**src/rtl/freq_gate_ctrl.sv**
```systemverilog
// ---------------------------------------------------------------------------
// freq_gate_ctrl
//   Measurement sequencer for the freq_measure counter block. It opens a gate
//   window of a selectable length (10 ms / 100 ms / 1 s, or auto-ranged),
//   waits for the edge count to settle, latches it, and scales it to Hz.
//   Measurements run single-shot on a start pulse, or back to back while
//   continuous is high.
//
// Handshake: start is a one-cycle request that is accepted only in IDLE
//   (busy=0); a start seen while busy=1 is dropped. freq_valid is a one-cycle
//   strobe with no back-pressure: freq_hz/overrange are valid in that cycle
//   and hold until the next strobe.
//
// Ports
//   clk_100kHz  in   1   system clock, rising edge
//   rst         in   1   synchronous reset, active-high
//   start       in   1   begin one measurement (ignored while busy)
//   continuous  in   1   re-arm automatically after each result
//   auto_range  in   1   gate chosen by auto-ranging; gate_sel ignored
//   gate_sel    in   2   0 = 10 ms, 1 = 100 ms, 2/3 = 1 s
//   freq_cnt    in   32  edge count from freq_measure
//   gate        out  1   gate window to freq_measure
//   busy        out  1   high in every state except IDLE
//   freq_hz     out  32  last scaled result (Hz)
//   freq_valid  out  1   one-cycle strobe when freq_hz updates
//   overrange   out  1   last result saturated to 32'hFFFF_FFFF
//   range_cur   out  2   gate range of the current/last measurement
//   state_dbg   out  3   current FSM state (debug visibility)
// ---------------------------------------------------------------------------
module freq_gate_ctrl #(
  parameter int unsigned CLK_HZ        = 100000,
  parameter int unsigned SETTLE_CYCLES = 4,
  parameter int unsigned AUTO_LO       = 100,
  parameter int unsigned AUTO_HI       = 60000
) (
  input  logic        clk_100kHz,
  input  logic        rst,
  input  logic        start,
  input  logic        continuous,
  input  logic        auto_range,
  input  logic [1:0]  gate_sel,
  input  logic [31:0] freq_cnt,
  output logic        gate,
  output logic        busy,
  output logic [31:0] freq_hz,
  output logic        freq_valid,
  output logic        overrange,
  output logic [1:0]  range_cur,
  output logic [2:0]  state_dbg
);

  typedef enum logic [2:0] {
    S_IDLE   = 3'd0,
    S_ARM    = 3'd1,
    S_GATE   = 3'd2,
    S_SETTLE = 3'd3,
    S_SCALE  = 3'd4
  } state_t;

  localparam logic [31:0] LEN0_M1   = 32'(CLK_HZ / 100 - 1);
  localparam logic [31:0] LEN1_M1   = 32'(CLK_HZ / 10 - 1);
  localparam logic [31:0] LEN2_M1   = 32'(CLK_HZ - 1);
  localparam logic [3:0]  SETTLE_M1 = 4'(SETTLE_CYCLES - 1);
  localparam logic [31:0] LO_TH     = 32'(AUTO_LO);
  localparam logic [31:0] HI_TH     = 32'(AUTO_HI);

  state_t      state;
  logic [31:0] gate_cnt;
  logic [3:0]  settle_cnt;
  logic [31:0] cnt_lat;

  logic [1:0]  sel_range;
  logic [1:0]  arm_range;
  logic [31:0] arm_len_m1;
  logic [35:0] cnt36;
  logic [35:0] prod;
  logic        ovf;
  logic [1:0]  next_auto;

  assign state_dbg = state;

  always_comb begin
    // gate_sel 3 is an alias of the 1 s range
    sel_range  = (gate_sel == 2'd3) ? 2'd2 : gate_sel;
    // auto mode keeps whatever range the previous result chose
    arm_range  = auto_range ? range_cur : sel_range;
    arm_len_m1 = LEN2_M1;
    case (arm_range)
      2'd0:    arm_len_m1 = LEN0_M1;
      2'd1:    arm_len_m1 = LEN1_M1;
      default: arm_len_m1 = LEN2_M1;
    endcase
  end

  // Scaling by shift-and-add; a 36-bit result with any of bits 35:32 set
  // does not fit freq_hz and is saturated.
  always_comb begin
    cnt36 = {4'd0, cnt_lat};
    prod  = cnt36;
    case (range_cur)
      2'd0:    prod = (cnt36 << 6) + (cnt36 << 5) + (cnt36 << 2);
      2'd1:    prod = (cnt36 << 3) + (cnt36 << 1);
      default: prod = cnt36;
    endcase
    ovf = |prod[35:32];
  end

  // Auto-range step: low counts lengthen the gate, high counts shorten it,
  // clamped at both ends.
  always_comb begin
    next_auto = range_cur;
    if (cnt_lat < LO_TH && range_cur < 2'd2)
      next_auto = range_cur + 2'd1;
    else if (cnt_lat > HI_TH && range_cur > 2'd0)
      next_auto = range_cur - 2'd1;
  end

  always_ff @(posedge clk_100kHz) begin
    if (rst) begin
      state      <= S_IDLE;
      gate       <= 1'b0;
      busy       <= 1'b0;
      freq_hz    <= 32'd0;
      freq_valid <= 1'b0;
      overrange  <= 1'b0;
      range_cur  <= 2'd2;
      gate_cnt   <= 32'd0;
      settle_cnt <= 4'd0;
      cnt_lat    <= 32'd0;
    end else begin
      freq_valid <= 1'b0;
      case (state)
        S_IDLE: begin
          if (start || continuous) begin
            state <= S_ARM;
            busy  <= 1'b1;
          end
        end
        S_ARM: begin
          range_cur <= arm_range;
          gate_cnt  <= arm_len_m1;
          gate      <= 1'b1;
          state     <= S_GATE;
        end
        S_GATE: begin
          // counter runs len-1 .. 0, so the gate is high for exactly len cycles
          if (gate_cnt == 32'd0) begin
            gate       <= 1'b0;
            settle_cnt <= SETTLE_M1;
            state      <= S_SETTLE;
          end else begin
            gate_cnt <= gate_cnt - 32'd1;
          end
        end
        S_SETTLE: begin
          if (settle_cnt == 4'd0) begin
            cnt_lat <= freq_cnt;
            state   <= S_SCALE;
          end else begin
            settle_cnt <= settle_cnt - 4'd1;
          end
        end
        S_SCALE: begin
          freq_hz    <= ovf ? 32'hFFFF_FFFF : prod[31:0];
          overrange  <= ovf;
          freq_valid <= 1'b1;
          if (auto_range)
            range_cur <= next_auto;
          if (continuous) begin
            state <= S_ARM;
          end else begin
            state <= S_IDLE;
            busy  <= 1'b0;
          end
        end
        default: begin
          state <= S_IDLE;
          gate  <= 1'b0;
          busy  <= 1'b0;
        end
      endcase
    end
  end

endmodule

```
**config.mk**
```make
export PLATFORM = sky130hd
export DESIGN_NAME = freq_gate_ctrl
export DESIGN_NICKNAME = d
export VERILOG_FILES = /design/src/rtl/freq_gate_ctrl.sv
export SDC_FILE = /design/constraint.sdc
export NUM_CORES = 1
export LEC_CHECK = 0
export ABC_AREA = 1
export CORE_ASPECT_RATIO = 0.75
export CORE_MARGIN = 2
export CORE_UTILIZATION = 65
export DETAILED_ROUTE_END_ITERATION = 8
export PLACE_DENSITY = 0.85
export SETUP_SLACK_MARGIN = 0.15
export SKIP_CTS_REPAIR_TIMING = 1
export SYNTH_ARGS = -nofsm -noshare
export SYNTH_HDL_FRONTEND = slang
export SYNTH_SLANG_ARGS = --single-unit
```
**constraint.sdc**
```tcl
create_clock -name clk_100kHz -period 8.45 [get_ports clk_100kHz]
set_clock_uncertainty 0.1 [all_clocks]
set_input_delay 1.69 -clock clk_100kHz [delete_from_list [all_inputs] [get_ports clk_100kHz]]
set_output_delay 1.69 -clock clk_100kHz [all_outputs]
set_load 0.1 [all_outputs]
```
# ---- Word-level counts from Yosys, hierarchy flattened
# Cells that the tools add are included.
dict set report totals {
  reg_bits 109
  wordCells 84
}
dict set report op_classes {
  muxes 25
  n_bitwise 2
  addsub 7
  reduce_logical 21
  n_eq_ne 15
  magnitude_cmp 4
}
# cell count
set op_table {}
lappend op_table {{36-bit case mux with 2 select lines} 1}
lappend op_table {{32-bit two-way mux} 2}
lappend op_table {{32-bit case mux with 2 select lines} 1}
lappend op_table {{35-bit by 33-bit adder with 36-bit output} 1}
lappend op_table {{36-bit by 34-bit adder with 36-bit output} 1}
lappend op_table {{36-bit adder} 1}
lappend op_table {{17-bit case mux with 2 select lines} 1}
lappend op_table {{32-bit by 16-bit > comparator with 1-bit output (second input constant)} 1}
lappend op_table {{32-bit zero test} 1}
lappend op_table {{32-bit by 7-bit less-than comparator with 1-bit output (second input constant)} 1}
lappend op_table {{32-bit by 1-bit subtractor with 32-bit output (second input constant)} 1}
lappend op_table {{3-bit case mux with 5 select lines} 1}
lappend op_table {{2-bit != test (second input constant)} 7}
lappend op_table {{3-bit AND reduction} 4}
lappend op_table {{2-bit two-way mux} 5}
lappend op_table {{3-bit two-way mux} 3}
lappend op_table {{4-bit two-way mux} 2}
lappend op_table {{4-bit case mux with 2 select lines} 1}
lappend op_table {{3-bit by 2-bit equality test with 1-bit output (second input constant)} 2}
lappend op_table {{1-bit case mux with 3 select lines} 2}
lappend op_table {{2-bit AND reduction} 3}
lappend op_table {{2-bit nonzero test} 3}
lappend op_table {{3-bit OR reduction} 2}
lappend op_table {{1-bit two-way mux} 5}
lappend op_table {{18 further kinds} 22}

# ---- Logic depth before layout (Yosys ltp)
# Gate-level depths: netlist (run 1).
dict set report depth {
  ltp_word 6
  ltp_mapped 18
  mapped_depth_nobuf 17
}

# ---- Worst setup path after synthesis (run 1)
# OpenSTA, ideal clock, no wires.
dict set report synth_path {
  path_type {reg-to-reg}
  start {register cnt_lat[4]}
  end {register freq_hz[4]}
  setup_time_ns 0.119
  path_stages_with_launch 17
  slack_ns 5.394
  period_less_slack_ns 3.056
  t_arrival_ns 2.837
  path_cell_list {dfxtp_1 -> fa_1 -> ha_1 -> fa_1 -> nand3_1 -> nand3_1 -> nand3_1 -> nand3_1 -> nand2_1 -> nand3b_1 -> nand3_1 -> nand2_2 -> nor2_4 -> nand3_4 -> buf_6 -> nor2_2 -> nor2_1}
}
dict set report synth_via {
  elab_chain_len 5
  word_cells_on_any_way 6
}
# item line
set synth_rtl {}
lappend synth_rtl {{start: declaration} 70} ;# logic [31:0] cnt_lat;
lappend synth_rtl {{start signal: assignment} 157} ;# cnt_lat <= freq_cnt;
lappend synth_rtl {{36-bit adder} 101} ;# 2'd0: prod = (cnt36 << 6) + (cnt36 << 5) + (cnt36 << 2);
lappend synth_rtl {{36-bit by 34-bit adder with 36-bit output} 101}
lappend synth_rtl {{36-bit case mux with 2 select lines *} 100} ;# case (range_cur)
lappend synth_rtl {{4-bit OR reduction} 105} ;# ovf = |prod[35:32];
lappend synth_rtl {{32-bit two-way mux *} 164} ;# freq_hz <= ovf ? 32'hFFFF_FFFF : prod[31:0];
lappend synth_rtl {{end signal: assignment} 164}
lappend synth_rtl {{end: declaration} 45} ;# output logic [31:0] freq_hz,
# Mark *: on every way between the ends. The rest lies on a longest branch, timed or not.
# A chain may end at the register's enable or synchronous reset.

# ---- Final worst setup path (run 1)
dict set report layout_path {
  start {register cnt_lat[4]}
  end {register freq_hz[21]}
}
# The elaborated chain is that of the path after synthesis.

==> results of run 1 <==
[per-stage QoR]
| step | total power [mW] | setup slack [ns] | util |
|---|---|---|---|
| 2_1_floorplan | 1.98 | 5.39 | - |
| 3_3_place_gp | 2.36 | 4.52 | 0.719 |
| 3_5_place_dp | 2.40 | 4.45 | 0.719 |
| 4_1_cts | 2.82 | 4.63 | 0.736 |
| 5_1_grt | 3.05 | 4.24 | 0.736 |
| 6_report | 2.85 | 4.57 | 0.737 |
[state kept, by name (all words and copies together) (netlist names)]
| register | count |
|---|---|
| freq_valid | 1 |
| state_dbg | 3 |
| busy | 1 |
| freq_hz | 32 |
| range_cur | 2 |
| overrange | 1 |
| gate_cnt | 32 |
| settle_cnt | 4 |
| gate | 1 |
| cnt_lat | 32 |
[worst max path at each step]
stage / from / endpoint / slack (ns) / depth (start not counted)
after floorplan: cnt_lat[4]$_SDFFE_PP0P_ / freq_hz[4]$_SDFFE_PP0P_ / 5.39 / 16
after global placement: rst / settle_cnt[3]$_SDFFE_PP0P_ / 4.52 / 5
after detailed placement: rst / settle_cnt[3]$_SDFFE_PP0P_ / 4.45 / 5
after CTS: cnt_lat[4]$_SDFFE_PP0P_ / freq_hz[21]$_SDFFE_PP0P_ / 4.63 / 15
after global routing: cnt_lat[4]$_SDFFE_PP0P_ / freq_hz[21]$_SDFFE_PP0P_ / 4.24 / 15
final: cnt_lat[4]$_SDFFE_PP0P_ / freq_hz[21]$_SDFFE_PP0P_ / 4.57 / 15
[cells by family after synthesis]
group	after synthesis	share of synthesized area
and+or+nand+nor	822	0.334
AOI/OAI and AO/OA	324	0.170
buffers and inverters	282	0.104
adders and majority gates	125	0.170
DFF	109	0.208
xor gates and xnor gates	17	0.0142
[where the power goes]
group / switching, mW / total, mW / leakage, nW / internal (mW)
Combinational: 1.14 / 1.65 / 5.01 / 0.513
Clock: 0.198 / 0.409 / 0.135 / 0.210
Sequential: 0.167 / 0.787 / 0.885 / 0.620
[final cells by class]
cell class,count,area (sq um)
multi-input cells,1288,7240
fillers,1394,4190
flip-flops and latches,109,2180
inverters,246,926
repair buffers,84,828
well taps,210,263
clock buffers,10,239
clock inverters,6,46.3
diodes,1,2.50
[routing by layer]
metal | part of all wire | vias to the layer above
li1 | - | 5534
met1 | 0.45 | 4926
met2 | 0.41 | 526
met3 | 0.11 | 59
met4 | 0.029 | 0
met5 | 0 | -
[worst max-delay path: stages (launching register included)]
cell	delay, ns
sky130_fd_sc_hd__dfxtp_1	0.58
sky130_fd_sc_hd__fa_1	0.50
sky130_fd_sc_hd__ha_1	0.24
sky130_fd_sc_hd__fa_1	0.43
sky130_fd_sc_hd__nand3_1	0.11
sky130_fd_sc_hd__nand3_1	0.17
sky130_fd_sc_hd__nand3_1	0.13
sky130_fd_sc_hd__nand3_1	0.23
sky130_fd_sc_hd__nand2_1	0.18
sky130_fd_sc_hd__nand3b_1	0.09
sky130_fd_sc_hd__nand3_1	0.12
sky130_fd_sc_hd__nand2_2	0.09
sky130_fd_sc_hd__nor2_4	0.14
sky130_fd_sc_hd__nand3_4	0.36
sky130_fd_sc_hd__nor2_1	0.24
sky130_fd_sc_hd__nor2_1	0.05
[placed cells by master, fill, tap and decap left out, types with 2 or more instances in the layout]
cell type                           n
sky130_fd_sc_hd__a211oi_2           2
sky130_fd_sc_hd__a21oi_1          136
sky130_fd_sc_hd__a221oi_1           2
sky130_fd_sc_hd__a22oi_1            5
sky130_fd_sc_hd__a31oi_1            7
sky130_fd_sc_hd__buf_4              5
sky130_fd_sc_hd__clkbuf_16          9
sky130_fd_sc_hd__clkdlybuf4s50_1   79
sky130_fd_sc_hd__clkinvlp_4         2
sky130_fd_sc_hd__dfxtp_1          109
sky130_fd_sc_hd__fa_1              30
sky130_fd_sc_hd__ha_1              95
sky130_fd_sc_hd__inv_1            241
sky130_fd_sc_hd__inv_2              4
sky130_fd_sc_hd__inv_6              2
sky130_fd_sc_hd__nand2_1          425
sky130_fd_sc_hd__nand2_2            8
sky130_fd_sc_hd__nand3_1           88
sky130_fd_sc_hd__nand3_2            5
sky130_fd_sc_hd__nand3b_1           9
sky130_fd_sc_hd__nand4_1           10
sky130_fd_sc_hd__nand4_2            2
sky130_fd_sc_hd__nor2_1           212
sky130_fd_sc_hd__nor2_2            17
sky130_fd_sc_hd__nor2_4             4
sky130_fd_sc_hd__nor3_1            16
sky130_fd_sc_hd__nor3b_1            3
sky130_fd_sc_hd__nor4_1             5
sky130_fd_sc_hd__o2111ai_1          4
sky130_fd_sc_hd__o211ai_1          11
sky130_fd_sc_hd__o21a_1             3
sky130_fd_sc_hd__o21ai_0          131
sky130_fd_sc_hd__o21ai_1            3
sky130_fd_sc_hd__o21bai_1           9
sky130_fd_sc_hd__o221ai_1           3
sky130_fd_sc_hd__or2_1              2
sky130_fd_sc_hd__or2_2             12
sky130_fd_sc_hd__xnor2_1            4
sky130_fd_sc_hd__xor2_1            13
==> results.txt, run 1 <==
The floorplan step defined a die boundary enclosing 17,200 sq um. The flop-to-flop setup slack is 4.57 ns. After detailed placement, the total cell area comes to roughly 11,000 sq um.

The number of sinks on the clock net came out at between 100 and 150. In this run the core area contains 40 standard-cell rows. In the global route stage, met3 resource usage came out at 0.0673. By instance count, the leading cell after synthesis is sky130_fd_sc_hd__nand2_1. The ratio of routed vias to standard cells is 5.65. The final weighted congestion of routability-driven global placement came out at between 1 and 1.5. Setup violations remaining at the end of the flow were counted as 0. The sequential cell area fraction in the yosys report came out at 0.208. The number of buffers created by CTS is 9. The tightest slew margin relative to the limit came out at 0.214. The area share of the largest cell type after synthesis came out at 0.208. The number of DRC violations after detailed-routing iteration 0 is roughly 1,300. The final HPWL from detailed placement came out at 25.1 mm. The tree is rooted in a sky130_fd_sc_hd__clkbuf_16. The growth of design area from synthesis to finish came out at 11.5%. For this run, the top clock speed supported by timing is 0.257 GHz.

The total grt overflow came out at 0. The peak fanout along the critical path came out at 27. The power density over the cells is ~240 nW/um^2. In the final routed layout, each cell accounts on average for 16.2 microns. The worst register-to-register path ends at freq_hz[21]$_SDFFE_PP0P_.

The synthesized design contains between 100 and 150 register bits. The number of distinct standard cells referenced by the synthesized netlist came out at just over 50. The number of global-route vias before repair came out at 9,783. The pin count of the biggest net entering global routing came out at between 70 and 80. The first-pass iteration count of the detailed router is 6.

The final layout contains 1,902 nets. STA classifies the critical path startpoint as a flip-flop. The final-report max-slew violation count was 0. The final routed DRC violation total is 0. The die width is 151 microns. The worst hold-check path type is flip-flop to flip-flop.

The via total after detailed routing is 11,045. For the worst setup path, the data required time is between 8 and 9 ns. The highest ir drop seen on vdd is 158 uV. The flow ran to the end, and the final reports show no timing, DRC or antenna violations. The slew at the pin closest to its max-slew limit came out at 1.17 ns. The biggest area contributor in the post-synthesis netlist is sky130_fd_sc_hd__dfxtp_1. The H-tree depth came out at 3. The worst-case clock buffer depth came out at 2. On the final layout, the worst hold slack is 0.381 ns. The initial utilization of the core area, before any placement, comes to 0.660.

For the worst-skew pair, the clock arrives at the later sink with an insertion delay of 0.36 ns. Setup repair after global routing left no endpoint under its margin. The number of routed nets with antenna violations came out at 0. The layer flagged by global routing as most heavily used is met2. In this run the vertical extent of the chip is 114 microns. The fraction of layout cells with a size suffix above 1 came out at 0.0470. After clock tree synthesis, the clock-pin slew on the worst setup and hold paths is about 0.08 ns. The instance count along the most critical hold path came out at 2.

Wires add up to 31.7 mm. The global-route track usage on met2 came out at 0.555. The final period utilization came out at 0.460. The all-layer global routing usage is 0.371. The initial antenna violation count is 1. The static leakage power came out at 6.03 nW.

The mapped cell area is about 11,000 sq um. With fillers left out, the area of the finished cells amounts to 11,700 sq um. The startpoint identified for the worst register-to-register timing path is cnt_lat[4]$_SDFFE_PP0P_. The count of buffers from port buffering is 79. The number of placed instances, taps included, is 1,937. Counting flops with an async set or reset pin after synthesis yields a share of 0. The worst min-delay path startpoint is gate_cnt[17]$_SDFFE_PP0P_. The number of non-filler instances in the completed layout is 1,954. STA classifies the critical path endpoint as a flip-flop. The core footprint came out at approximately 16,000 sq um. Summed over all failing endpoints, the final setup total negative slack is 0 ns. For hold timing, the worst endpoint is gate_cnt[17]$_SDFFE_PP0P_. The total I/O pin count came out at 80. The met1 demand-to-capacity share in global routing is 0.545. In the synthesized netlist the dominant register cell turns out to be sky130_fd_sc_hd__dfxtp_1. The number of enable-type register cells in the synthesized netlist is 0. The number of nets in the synthesized netlist is 1,843.

The post-synthesis instance total came out at 1,679. Counting cells, the worst reg-to-reg path comes to 15. The final hold violation count is 0. TritonCTS built the clock tree. Subtracting the final worst setup slack from the clock period gives 3.88 ns. The synthesis warning total came out at 0. The first global-routing pass estimated 49.9 mm of wire. The max-cap violation count came out at 0. The startpoint-to-endpoint class of the critical path is flip-flop to flip-flop. Ranked by total cell area, the synthesized netlist is headed by sky130_fd_sc_hd__dfxtp_1, sky130_fd_sc_hd__nand2_1, sky130_fd_sc_hd__ha_1, sky130_fd_sc_hd__inv_1, sky130_fd_sc_hd__nor2_1.

The synthesized area divided by synthesized cell count came out at around 6.3 sq um. After synthesis, the most frequently instantiated cells are sky130_fd_sc_hd__nand2_1, sky130_fd_sc_hd__inv_1, sky130_fd_sc_hd__nor2_1, sky130_fd_sc_hd__a21oi_1, sky130_fd_sc_hd__o21ai_0. Data arrives at the worst endpoint at 4.02 ns.
(Power assumes the default switching activity.)
==> run 2, diff against run 1 <==
CORE_UTILIZATION = 61   (was 65)
PLACE_DENSITY = 0.81   (was 0.85)
clock period = 3.7 ns   (was 8.45 ns; I/O delays follow)
==> run 2 against run 1 <==
  * Count of clock-buffer cells in the layout shrank 1
  * Via count up 5.3%
  * Critical path depth is the same
  * Worst hold slack got worse by 0.0078 ns
  * Utilization is 2.7 points lower
  * Cell count increased by 1.4%
  * Die area up 6.3%
  * Routed wire length up 12%
  * Sequential share of layout area is 0.14 points lower
  * Critical path type unchanged
==> results.txt, run 2 (synthesis gave the netlist of run 1 again) <==
The switching share of power came out at 0.531 (+0.00265). The total grt overflow is 0 (unchanged). The net switching power is 3.56 mW (+140%). TritonCTS built the clock tree. The initial antenna violation count came out at 0 (-1). The static leakage power came to 6.18 nW (+2.6%). The number of nets at the end of the flow was 1,926 (+1.3%).

The combined flip-flop and latch cell area was 2210 sq um (+1.1%). The worst register-to-register path begins at cnt_lat[9]$_SDFFE_PP0P_. The worst setup timing slack at the placement stage came out at 0.196 ns (-4.26 ns). The largest registers in the layout are cnt_lat x32, freq_hz x32, gate_cnt x32. The clock power share is 0.140 (-0.003). The final routed DRC violation total is 0 (unchanged). The tightest slew margin relative to the limit came out at 0.305 (+0.0904).

The peak fanout along the critical path was 27 (unchanged). The routed wirelength normalized by instance count is 18.0 microns (+11%). Setup repair after global routing left no endpoint under its margin. The data required time of the worst path came out at 3.84 ns (-4.75 ns). The count of buffers from port buffering came out at 79 (unchanged). The worst path arrival time was 3.61 ns (-0.41 ns).

The number of buffers created by CTS was 9 (unchanged). The number of DRC violations after detailed-routing iteration 0 was 1,463 (+17%). The count of final setup violators is 0 (unchanged). The number of placement rows came out at 41 (+2.5%). The worst hold path terminates at gate_cnt[29]$_SDFFE_PP0P_.

The number of sinks on the clock net is 109 (unchanged). The final period utilization came out at 0.939 (+0.479). The clock latency reported for the late side of the worst-skew pair is 0.35 ns (about the same). The fraction of layout cells with a size suffix above 1 is 0.0742 (+0.0271).

The final routed wirelength across all metal layers came out at 35.6 mm (+12%). The worst hold path belongs to the class flip-flop to flip-flop. The final design area excluding fillers came out at 11,900 sq um (+1.9%). The pin count of the biggest net entering global routing is 64 (-14%). The overall power after layout came out at 6.70 mW (+130%). The buffer cell driving the clock tree root is sky130_fd_sc_hd__clkbuf_16. The floorplan die area is 18,300 sq um (+6.3%). The first-pass iteration count of the detailed router is 7 (+1). The die extent in y is 118 microns (+3.1%). The all-layer global routing usage is 0.388 (+0.0176).

The flop-to-flop setup slack was 0.23 ns (-4.34 ns). The number of global-route vias before repair came to 10,512 (+7.5%). The count of antenna diodes in the layout was 0 (-1). The count of cells along the worst register-to-register path is 15 (unchanged). The final HPWL from detailed placement came to 28.8 mm (+15%). The final-report max-slew violation count is 0 (unchanged). The H-tree depth came out at 3 (unchanged). The final weighted congestion of routability-driven global placement was 1.05 (+4.5%). The total internal power came out at 3.14 mW (+130%). The max-cap violation count came out at 0 (unchanged). STA classifies the critical path endpoint as a flip-flop. The instance count along the most critical hold path was 2 (unchanged). The run finished with clean final reports.

The number of routed nets with antenna violations is 0 (unchanged). In this run the most critical hold path is launched from gate_cnt[29]$_SDFFE_PP0P_. The category of the worst setup path launch point is a flip-flop. The power density over the cells is 561 nW/um^2 (+130%).

The standard cell area after detailed placement came to 11,600 sq um (+1.7%). The die width is 156 microns (+3.1%). The area occupied by multi-input gates came out at 7250 sq um (+0.12%). The count of filler cells inserted in the layout is 1,451 (+4.1%). The capturing point of the worst reg2reg path is freq_hz[14]$_SDFFE_PP0P_.

The worst-case clock buffer depth came out at 2 (unchanged). The growth of design area from synthesis to finish came out at 13.6%. The accumulated negative setup slack was 0 ns (unchanged). The total I/O pin count is 80 (unchanged). The portion of total power attributed to sequential cells came out at 0.266 (-0.010). The critical path is of the flip-flop to flip-flop type.

The timing-limited maximum frequency came to 0.288 GHz (+12%). The final period demand of the worst path is 3.47 ns (-0.411 ns). The CTS clock-pin slew for the worst setup and hold paths is 0.08 ns (about the same). The final hold violation count is 0 (unchanged). The final critical-path setup slack was 0.226 ns (-4.34 ns).

Leaving out fill and tap cells, the most frequent cells in the layout are sky130_fd_sc_hd__nand2_1, sky130_fd_sc_hd__inv_1, sky130_fd_sc_hd__nor2_1. The via total after detailed routing is 11,629 (+5.3%). The most critical setup path has its startpoint at cnt_lat[9]$_SDFFE_PP0P_. The core footprint came out at 16,800 sq um (+5.7%). The starting density of the core was 0.625 (-0.0357).

The ratio of routed vias to standard cells came out at 5.87 (+3.9%). The highest ir drop seen on vdd is 344 uV (+120%). The portion of total power attributed to combinational logic is 0.594 (+0.014).

Leaving out fill and tap cells, the most frequent cell in the layout is sky130_fd_sc_hd__nand2_1. The wire length of the first global-routing pass came to 56.6 mm (+13%). The slew at the pin closest to its max-slew limit came to 1.04 ns (-0.135 ns).
-- run 2: worst max-delay path, stage by stage, from the launching register on --
cell and delay [ns]:
sky130_fd_sc_hd__dfxtp_2 0.49, sky130_fd_sc_hd__fa_1 0.45, sky130_fd_sc_hd__ha_1 0.40, sky130_fd_sc_hd__nand2_1 0.19
sky130_fd_sc_hd__inv_1 0.08, sky130_fd_sc_hd__a21oi_1 0.35, sky130_fd_sc_hd__nand3_2 0.20, sky130_fd_sc_hd__nand2_1 0.13
sky130_fd_sc_hd__nand3_1 0.08, sky130_fd_sc_hd__nand3_1 0.13, sky130_fd_sc_hd__nand2_1 0.10, sky130_fd_sc_hd__nor2_4 0.19
sky130_fd_sc_hd__nand3_4 0.09, sky130_fd_sc_hd__buf_12 0.18, sky130_fd_sc_hd__nor2_1 0.13, sky130_fd_sc_hd__nor2_1 0.06
-- run 2: layer usage --
layer	routed length (microns)	track usage	vias to the layer above
li1	-	-	5573
met1	16100	0.601	5274
met2	14300	0.550	710
met3	4390	0.0700	72
met4	892	0.0963	0
met5	0	0	-
-- run 2: worst max-delay path by stage --
stage | to | slack, ns | cells after the start
global route | freq_hz[14]$_SDFFE_PP0P_ | 0.15 | 15
global placement | freq_hz[25]$_SDFFE_PP0P_ | 0.17 | 12
CTS | freq_hz[14]$_SDFFE_PP0P_ | 0.15 | 15
floorplan | freq_hz[4]$_SDFFE_PP0P_ | 0.64 | 16
detailed placement | freq_hz[25]$_SDFFE_PP0P_ | 0.20 | 12
finish | freq_hz[14]$_SDFFE_PP0P_ | 0.23 | 15
-- run 2: layout make-up --
type,instances,area share
clock inverter,6,0.00409
tap,215,0.0225
sequential,109,0.185
inverter,246,0.0775
clock buffer,9,0.0189
timing repair buffer,108,0.0855
multi-input combinational,1288,0.607
-- run 2: power by group through the flow --
stage                     clock, mW  combinational [mW]  sequential (mW)
after floorplan                   0                2.43             2.10
after global placement            0                3.77             1.77
after detailed placement          0                3.84             1.78
after CTS                     0.934                3.87             1.76
after global routing          0.987                4.33             1.81
final                         0.936                3.98             1.78
-- run 2: stage by stage --
stage	cells	hold WS, ns	utilization
2_1_floorplan	1679	0.332	-
3_3_place_gp	1966	0.345	0.691
3_5_place_dp	1966	0.357	0.691
4_1_cts	1981	0.369	0.708
5_1_grt	1981	0.405	0.710
6_report	1981	0.373	0.710
